### src/rtl/fp_mult_arbiter_pkg.sv
// Shared definitions for the FP unit arbiters: FP32 constants, default width and the in-flight tag type.
package fp_mult_arbiter_pkg;

  localparam int DEFAULT_DATA_WIDTH = 32;

  localparam logic [31:0] FP_ZERO = 32'h0000_0000;
  localparam logic [31:0] FP_ONE  = 32'h3F80_0000;

  // Tag index is sized for the largest supported requester count (8)
  localparam int TAG_IDX_W = 3;

  typedef struct packed {
    logic                 valid;
    logic [TAG_IDX_W-1:0] idx;
  } tag_t;

endpackage

### src/rtl/fp_mult_arbiter_rr_arbiter.sv
// Round-robin grant over N_REQ requesters with its own rotating priority pointer.
// Reusable for any shared single-issue unit.
module rr_arbiter #(
  parameter int N_REQ = 4,
  parameter int IDX_W = $clog2(N_REQ)
) (
  input  logic             clk,
  input  logic             reset,
  input  logic             en,
  input  logic [N_REQ-1:0] req_valid,
  output logic [N_REQ-1:0] grant,
  output logic [IDX_W-1:0] grant_idx,
  output logic             grant_valid
);

  logic [IDX_W-1:0] rr_ptr;
  logic [IDX_W-1:0] cand;

  // Scan upward from rr_ptr with wrap; the first valid requester wins
  always_comb begin
    grant       = '0;
    grant_idx   = '0;
    grant_valid = 1'b0;
    cand        = '0;
    for (int k = 0; k < N_REQ; k++) begin
      cand = IDX_W'((int'(rr_ptr) + k) % N_REQ);
      if (!grant_valid && en && req_valid[cand]) begin
        grant[cand] = 1'b1;
        grant_idx   = cand;
        grant_valid = 1'b1;
      end
    end
  end

  always_ff @(posedge clk) begin
    if (reset) begin
      rr_ptr <= '0;
    end else if (grant_valid) begin
      rr_ptr <= (grant_idx == IDX_W'(N_REQ - 1)) ? '0 : grant_idx + 1'b1;
    end
  end

endmodule

### src/rtl/fp_mult_arbiter.sv
// Shares one pipelined FP32 multiplier among N_REQ lanes: round-robin issue,
// owner tags travel alongside the product and steer each result back.
module fp_mult_arbiter
  import fp_mult_arbiter_pkg::*;
#(
  parameter int N_REQ      = 4,
  parameter int DATA_WIDTH = DEFAULT_DATA_WIDTH,
  parameter int MULT_LAT   = 1
) (
  input  logic                        clk,
  input  logic                        reset,
  input  logic                        en,
  input  logic [N_REQ-1:0]            req_valid,
  output logic [N_REQ-1:0]            req_ready,
  input  logic [N_REQ*DATA_WIDTH-1:0] req_a,
  input  logic [N_REQ*DATA_WIDTH-1:0] req_b,
  output logic                        mul_valid_in,
  output logic [DATA_WIDTH-1:0]       mul_a,
  output logic [DATA_WIDTH-1:0]       mul_b,
  input  logic                        mul_valid_out,
  input  logic [DATA_WIDTH-1:0]       mul_out,
  output logic [N_REQ-1:0]            rsp_valid,
  output logic [DATA_WIDTH-1:0]       rsp_data,
  output logic                        busy,
  output logic                        err
);

  localparam int IDX_W = $clog2(N_REQ);
  localparam int CNT_W = $clog2(MULT_LAT + 1);

  logic [IDX_W-1:0]      grant_idx;
  logic                  grant_valid;
  logic [DATA_WIDTH-1:0] a_arr [N_REQ];
  logic [DATA_WIDTH-1:0] b_arr [N_REQ];
  tag_t                  tag_q [MULT_LAT];
  tag_t                  last_tag;
  logic [CNT_W-1:0]      count;

  // No grants while reset is held, so nothing issued then can be lost silently
  rr_arbiter #(.N_REQ(N_REQ)) u_rr_arbiter (
    .clk         (clk),
    .reset       (reset),
    .en          (en & ~reset),
    .req_valid   (req_valid),
    .grant       (req_ready),
    .grant_idx   (grant_idx),
    .grant_valid (grant_valid)
  );

  for (genvar i = 0; i < N_REQ; i++) begin : g_unpack
    assign a_arr[i] = req_a[i*DATA_WIDTH +: DATA_WIDTH];
    assign b_arr[i] = req_b[i*DATA_WIDTH +: DATA_WIDTH];
  end

  assign mul_valid_in = grant_valid;

  always_comb begin
    mul_a = DATA_WIDTH'(FP_ZERO);
    mul_b = DATA_WIDTH'(FP_ZERO);
    if (grant_valid) begin
      mul_a = a_arr[grant_idx];
      mul_b = b_arr[grant_idx];
    end
  end

  always_ff @(posedge clk) begin
    if (reset) begin
      for (int i = 0; i < MULT_LAT; i++) tag_q[i] <= '0;
    end else begin
      tag_q[0] <= '{valid: grant_valid, idx: TAG_IDX_W'(grant_idx)};
      for (int i = 1; i < MULT_LAT; i++) tag_q[i] <= tag_q[i-1];
    end
  end

  assign last_tag = tag_q[MULT_LAT-1];

  // A result is delivered only when the tag and the multiplier agree it exists
  always_comb begin
    rsp_data  = mul_out;
    rsp_valid = '0;
    if (!reset && last_tag.valid && mul_valid_out) rsp_valid = N_REQ'(1) << last_tag.idx;
  end

  always_ff @(posedge clk) begin
    if (reset) err <= 1'b0;
    else if (last_tag.valid != mul_valid_out) err <= 1'b1;
  end

  always_ff @(posedge clk) begin
    if (reset) begin
      count <= '0;
    end else begin
      case ({grant_valid, last_tag.valid})
        2'b10:   count <= count + 1'b1;
        2'b01:   count <= count - 1'b1;
        default: count <= count;
      endcase
    end
  end

  assign busy = (count != '0);

endmodule

### config.mk
export PLATFORM = sky130hd
export DESIGN_NAME = fp_mult_arbiter
export DESIGN_NICKNAME = d
export VERILOG_FILES = /design/src/rtl/fp_mult_arbiter_pkg.sv /design/src/rtl/fp_mult_arbiter_rr_arbiter.sv /design/src/rtl/fp_mult_arbiter.sv
export SDC_FILE = /design/constraint.sdc
export NUM_CORES = 1
export LEC_CHECK = 0
export ABC_AREA = 1
export ABC_CLOCK_PERIOD_IN_PS = 3120
export BUFFER_PORTS_ARGS = -buffer_cell sky130_fd_sc_hd__buf_2
export CORE_AREA = 2 2 158 160
export CTS_CLUSTER_SIZE = 24
export DETAILED_ROUTE_END_ITERATION = 12
export DIE_AREA = 0 0 160 162
export PLACE_DENSITY = 0.53
export REMOVE_ABC_BUFFERS = 1
export SLEW_MARGIN = 20
export SYNTH_ARGS = -nofsm -noshare
export SYNTH_HDL_FRONTEND = slang
export SYNTH_SLANG_ARGS = --single-unit
### constraint.sdc
create_clock -name clk -period 3.12 [get_ports clk]
set_clock_uncertainty 0.2 [all_clocks]
set_input_delay 0.624 -clock clk [delete_from_list [all_inputs] [get_ports clk]]
set_output_delay 0.624 -clock clk [all_outputs]
set_load 0.1 [all_outputs]
Word level (Yosys, flattened, before mapping)
Memories as Yosys holds them, arrays and structs flattened. Index checks and enable logic that the tools add are counted.

Register bits: 4. Latch bits: 0. RAM bits: 3. Bits in read-only memories: 0. Input bits: 296. Output and inout port bits: 107. Word-level logic and storage cells: 93. Memories: 1.

Add/sub/neg operators: 6. Multiply operators: 0. Divide/modulo/power cells: 0. Order comparisons: 9. Eq/ne operators: 4. Shift operators: 1. Multiplexer cells: 44. Bitwise logic cells: 6. Reduce and logical (&&, ||, !) cells: 19.

Memories: tag_q (depth 1, bits a word 3, rd ports 1, clocked after memory_dff 0, write ports 1, RTL line fp_mult_arbiter.sv:35) `tag_t tag_q [MULT_LAT];`.

Operators by type and width (number): 32-bit 2-to-1 mux (6); 32-bit binary-select mux with 2-bit select (2); 4-bit 2-to-1 mux (5); 1-bit 2-to-1 mux (16); 1-bit logical AND (13); 2-bit by 3-bit < comparator with 1-bit output, second input constant (4); 4-bit OR (3); 2-bit 2-to-1 mux (5); 1-bit binary-select mux with 2-bit select (4); 1-bit demux with 2-bit select (4); 2-bit by 1-bit >= comparator with 1-bit output, second input constant (4); 2-bit by 1-bit adder with 2-bit output, second input constant (2); 2-bit adder, second input constant (2); 2-bit == test, second input constant (2); 1-bit zero test (4); 1-bit by 3-bit left shift with 4-bit output, first input constant (1); 3-bit >= comparator, second input constant (1); 3-bit 2-to-1 mux (1); 2-bit NOT with 3-bit output (1); 3-bit OR reduction (1); 2-bit by 1-bit == test with 1-bit output, second input constant (1); 1-bit case mux with 2 select lines (1); 2-bit nonzero test (1); 1-bit adder, second input constant (1); other kinds (4) (4).

Depth between registers and ports, before layout
Depth in word-level cells: 21. Mapped depth: 15.

By module
A second synthesis with hierarchy kept.

Cell total of the unflattened synthesis: 901. Area total of the unflattened synthesis: 4111.4 um^2.

Modules (own cells, without submodules): fp_mult_arbiter (times used 1, cells an instance 818, area an instance 3582.2 um^2); rr_arbiter (times used 1, cells an instance 83, area an instance 529.3 um^2).

Worst setup path before layout
No wires, ideal clock.

Path type: register to output. From: register u_rr_arbiter.rr_ptr[0]. To: output mul_a[23]. Arrival: 4.133 ns. Setup slack: -1.837 ns. Cell stages (with the launch flop): 13. Buffers on the path: 2. Cell sequence: dfxtp_1 > inv_2 > ha_1 > inv_1 > nand3_1 > nand3_2 > nand3_1 > clkinv_1 > nand2_1 > inv_1 > buf_4 > clkbuf_1 > a21oi_1.

Elaborated cells on any way between the ends: 34. Those cells by class: add/sub: 3; mux: 20; bitwise: 1; reduce/logical: 10.

RTL lines: start, declared (RTL line fp_mult_arbiter_rr_arbiter.sv:16) `logic [IDX_W-1:0] rr_ptr;`; start signal, assigned (RTL line fp_mult_arbiter_rr_arbiter.sv:39) `rr_ptr <= (grant_idx == IDX_W'(N_REQ - 1)) ? '0 : grant_idx + 1'b1;`; 1-bit binary-select mux with 2-bit select (RTL line fp_mult_arbiter_rr_arbiter.sv:27) `if (!grant_valid && en && req_valid[cand]) begin`; 1-bit 2-to-1 mux (implied by the code) (RTL line fp_mult_arbiter_rr_arbiter.sv:27); 1-bit logical AND (RTL line fp_mult_arbiter_rr_arbiter.sv:27); 1-bit 2-to-1 mux (RTL line fp_mult_arbiter_rr_arbiter.sv:27); 1-bit zero test (RTL line fp_mult_arbiter_rr_arbiter.sv:27); 1-bit logical AND (2 in a row) (RTL line fp_mult_arbiter_rr_arbiter.sv:27); 1-bit 2-to-1 mux (RTL line fp_mult_arbiter_rr_arbiter.sv:27); 1-bit zero test (RTL line fp_mult_arbiter_rr_arbiter.sv:27); 1-bit logical AND (2 in a row) (RTL line fp_mult_arbiter_rr_arbiter.sv:27); 1-bit 2-to-1 mux (RTL line fp_mult_arbiter_rr_arbiter.sv:27); 1-bit zero test (RTL line fp_mult_arbiter_rr_arbiter.sv:27); 1-bit logical AND (2 in a row) (RTL line fp_mult_arbiter_rr_arbiter.sv:27); 1-bit 2-to-1 mux (*) (RTL line fp_mult_arbiter_rr_arbiter.sv:27); net mul_valid_in (RTL line fp_mult_arbiter.sv:17) `output logic mul_valid_in,`; 32-bit 2-to-1 mux (*) (RTL line fp_mult_arbiter.sv:60) `if (grant_valid) begin`; end, declared (RTL line fp_mult_arbiter.sv:18) `output logic [DATA_WIDTH-1:0] mul_a,`.

The timed path passes the listed nets; every way through them passes the cells marked *. The select of a mux whose other input is x is not followed.

Worst setup path in the final report
From: register u_rr_arbiter.rr_ptr[0]. To: output mul_a[12].

Word-level cells in the longest chain between the ends: 21. Elaborated cells on any way between the ends: 34. Those cells by class: add/sub: 3; mux: 20; bitwise: 1; reduce/logical: 10.

RTL lines: 1-bit binary-select mux with 2-bit select (RTL line fp_mult_arbiter_rr_arbiter.sv:27); 1-bit 2-to-1 mux (implied by the code) (RTL line fp_mult_arbiter_rr_arbiter.sv:27); 1-bit logical AND (RTL line fp_mult_arbiter_rr_arbiter.sv:27); 1-bit 2-to-1 mux (RTL line fp_mult_arbiter_rr_arbiter.sv:27); 1-bit zero test (RTL line fp_mult_arbiter_rr_arbiter.sv:27); 1-bit logical AND (2 in a row) (RTL line fp_mult_arbiter_rr_arbiter.sv:27); 1-bit 2-to-1 mux (RTL line fp_mult_arbiter_rr_arbiter.sv:27); 1-bit zero test (RTL line fp_mult_arbiter_rr_arbiter.sv:27); 1-bit logical AND (2 in a row) (RTL line fp_mult_arbiter_rr_arbiter.sv:27); 1-bit 2-to-1 mux (RTL line fp_mult_arbiter_rr_arbiter.sv:27); 1-bit zero test (RTL line fp_mult_arbiter_rr_arbiter.sv:27); 1-bit logical AND (2 in a row) (RTL line fp_mult_arbiter_rr_arbiter.sv:27); 2-bit 2-to-1 mux (RTL line fp_mult_arbiter_rr_arbiter.sv:27); 2-bit NOT with 3-bit output (implied by the code) (RTL line fp_mult_arbiter.sv:61) `mul_a = a_arr[grant_idx];`; 32-bit binary-select mux with 2-bit select (RTL line fp_mult_arbiter.sv:61); 32-bit 2-to-1 mux (implied by the code) (2 in a row) (RTL line fp_mult_arbiter.sv:61); 32-bit 2-to-1 mux (*) (RTL line fp_mult_arbiter.sv:60).

Mark *: on every way between the ends. The rest lies on a longest branch, timed or not. The select of a mux whose other input is x is not followed.

==> results.yml <==
job:
  maxCapViolations: 0
setup_path:
  critPathKind: "reg -> out"
  end_kind: "primary output"
  r2r_cells: 15
  cp.arrival_ns: 2.59
  cp_max_fo: 8
  r2r-start: "u_rr_arbiter.rr_ptr[0]"
  critPathLaunchType: "flop"
  r2r_slack_ns: 0.67
  worstPathRequired_ns: 2.30
  r2r_end: "u_rr_arbiter.rr_ptr[1]"
routing:
  wl_met2_mm: 13.3
  dr.pass1.iters: 5
  post_drt_wl_per_cell_um: 19.0
  initialDrtViolationCount: 490
  wl_met1_mm: 12.1
  num_vias: 7146
  route.antenna.remaining_nets: 0
  drcViolationCount: 0
  viasPerCell: 4.75
  topRoutingLayerUsed: "met4"
  wl_mm: 28.6
  met3_length_mm: 2.57
clocking:
  cts.clk_slew.worst_paths_ns: 0.04
  htreeDepth: 1
  cts.path.max_buffers: 2
  holdBufCountCts: 0
  cts_tree: "yes"
  root_buffer: "clkbuf_16"
  insertion_delay_ns: 0.23
  cts_sinks: 7
  cts_buffers: 3
sta:
  slew_viol_final: 0
  rsz0062_at_grt: "true"
  tightest_slew_ns: 0.489
  finalHoldViolCount: 0
  period_needed_ns: 3.42
  setup_ws_ns: -0.296
  max_freq_ghz: 0.293
  timing.final.crit_share: 1.09
  finalSetupViolCount: 64
  max_slew_margin: 0.676
synth:
  syn_avg_cell_area_sq_um: 5.06
  syn_inst: 850
  seq_area_frac_synth: 0.0326
  yosysWarnings: 0
  ys_types: 24
  yosysTopAreaCell: "nand3_1"
  syn_area_sq_mm: 0.00430
  synth_top_area_frac: 0.292
  synth_area_leaders: "nand3_1 29%, nand2_1 19%, inv_1 13%"
  synth_seq_cells: 7
global_route:
  grt_antenna_before_repair: 0
  globalRoute.totalOverflow: 0
  grt_pass1_vias: 6920
  grt_max_degree: 57
  grtUsageTotal: 0.187
  grt_pass1_wl_mm: 38.1
hold_path:
  min_path_type: "reg -> reg"
  min_from: "err"
  min_delay_worst_endpoint: "err"
  holdPathStages: 2
placement:
  pre_cts_ws_ns: -0.297
  port_buffers: 338
  dp_hpwl_mm: 17.1
  gp_routability_congestion: 0.856
floorplanning:
  start_util: 0.178
  core_sq_mm: 0.0241
  io_pins: 403
  die_x_um: 160
  die_h_um: 162
  dieArea_sq_mm: 0.0259
  rows: 57
run_status:
  status: "finished, violations left"
  violations: "negative setup slack"
cells_and_area:
  fillCellCount: 2590
  final_core_util: 0.378
  antenna_cells: 0
  layout-drive-gt1-share: 0.550
  area_delta_synth_final_pct: 112
  nets: 1483
worst max-delay path, cell delays in order (launching register included):
cell and delay (ns):
dfxtp_2 0.33, inv_2 0.05, ha_4 0.29, buf_6 0.12, nand3_4 0.09, nand2_4 0.09
nor2_4 0.04, nand4_1 0.15, nand2_4 0.13, buf_8 0.16, nand2_8 0.16, buf_12 0.17
nand2_2 0.06, nand2_1 0.05, nand2_1 0.06, a21oi_2 0.20, buf_12 0.20
flip-flops by register name, summed over array words and instances, names as in the netlist:
signal	flops
err	1
busy	1
tag_q	3
u_rr_arbiter.rr_ptr	2
synthesized netlist by cell type:
cell	n
nand3_1	251
nand2_1	216
inv_1	145
a21oi_1	59
buf_4	51
buf_2	25
nand3_2	24
clkbuf_1	13
buf_6	12
a21oi_2	11
dfxtp_1	7
o21ai_0	6
ha_1	4
nor2_1	4
nor3_1	4
o22ai_1	4
nand2_2	3
inv_2	2
nand4_1	2
nor2_2	2
xor2_1	2
a211oi_1	1
clkinv_1	1
clkinv_2	1
layout make-up:
class	count	area [sq um]	area share
Inverter	149	588	0.0645
Timing Repair Buffer	428	4150	0.455
Clock inverter	1	5.00	0.000549
Clock buffer	3	75.1	0.00824
Multi-Input combinational cell	594	3750	0.412
Tap cell	324	405	0.0445
Sequential cell	7	143	0.0156
kinds of logic after synthesis:
kind of cell / share of synthesized area
adder cells (fa/ha/maj): 0.0116
buffers and inverters: 0.291
AO/OA/AOI/OAI: 0.106
flip-flops: 0.0326
AND/OR/NAND/NOR: 0.555
XOR/XNOR: 0.00407
worst max-delay path by stage:
| stage | to | cells past startpoint | startpoint |
|---|---|---|---|
| after global placement | mul_a[6] | 13 | reset |
| final | mul_a[12] | 16 | u_rr_arbiter.rr_ptr[0] |
| after global routing | mul_a[25] | 16 | u_rr_arbiter.rr_ptr[0] |
| after floorplan | mul_a[0] | 12 | u_rr_arbiter.rr_ptr[0] |
| after detailed placement | mul_a[6] | 13 | reset |
| after CTS | mul_a[6] | 14 | u_rr_arbiter.rr_ptr[0] |
cells in the final DEF (no fill, tap or decap), types with 7 or more instances in the layout:
cell type  instances
buf_2            269
nand3_1          222
inv_1            141
nand2_1          137
buf_12            85
nand2_2           61
a21oi_2           56
nand3_2           47
buf_4             39
nand2_4           18
buf_16            15
clkbuf_16         13
a21oi_4           10
buf_6              7
routing by layer:
metal,track usage,vias to the layer above
li1,-,3359
met1,0.235,3316
met5,0.00947,-
met3,0.0513,46
met2,0.308,425
met4,0.0651,0
per-stage QoR:
stage	std cells	area, sq um	setup TNS (ns)	hold slack (ns)
4_1_cts	1487	8300	-14.22	0.363
5_1_grt	1506	9110	-23.78	0.385
2_1_floorplan	749	3610	-271.92	0.386
3_3_place_gp	1460	7340	-14.15	0.340
3_5_place_dp	1460	7340	-15.18	0.351
6_report	1506	9110	-15.86	0.351
repair_timing:
item                       4_1_cts  5_1_grt
buffers inserted                11        9
cloned                          13       14
pin swaps                       18       64
resized for setup              107      136
setup endpoints to repair       65       68
Power is not shown: default switching activity piles up to over one toggle a cycle in this logic, so the estimate is an artifact.
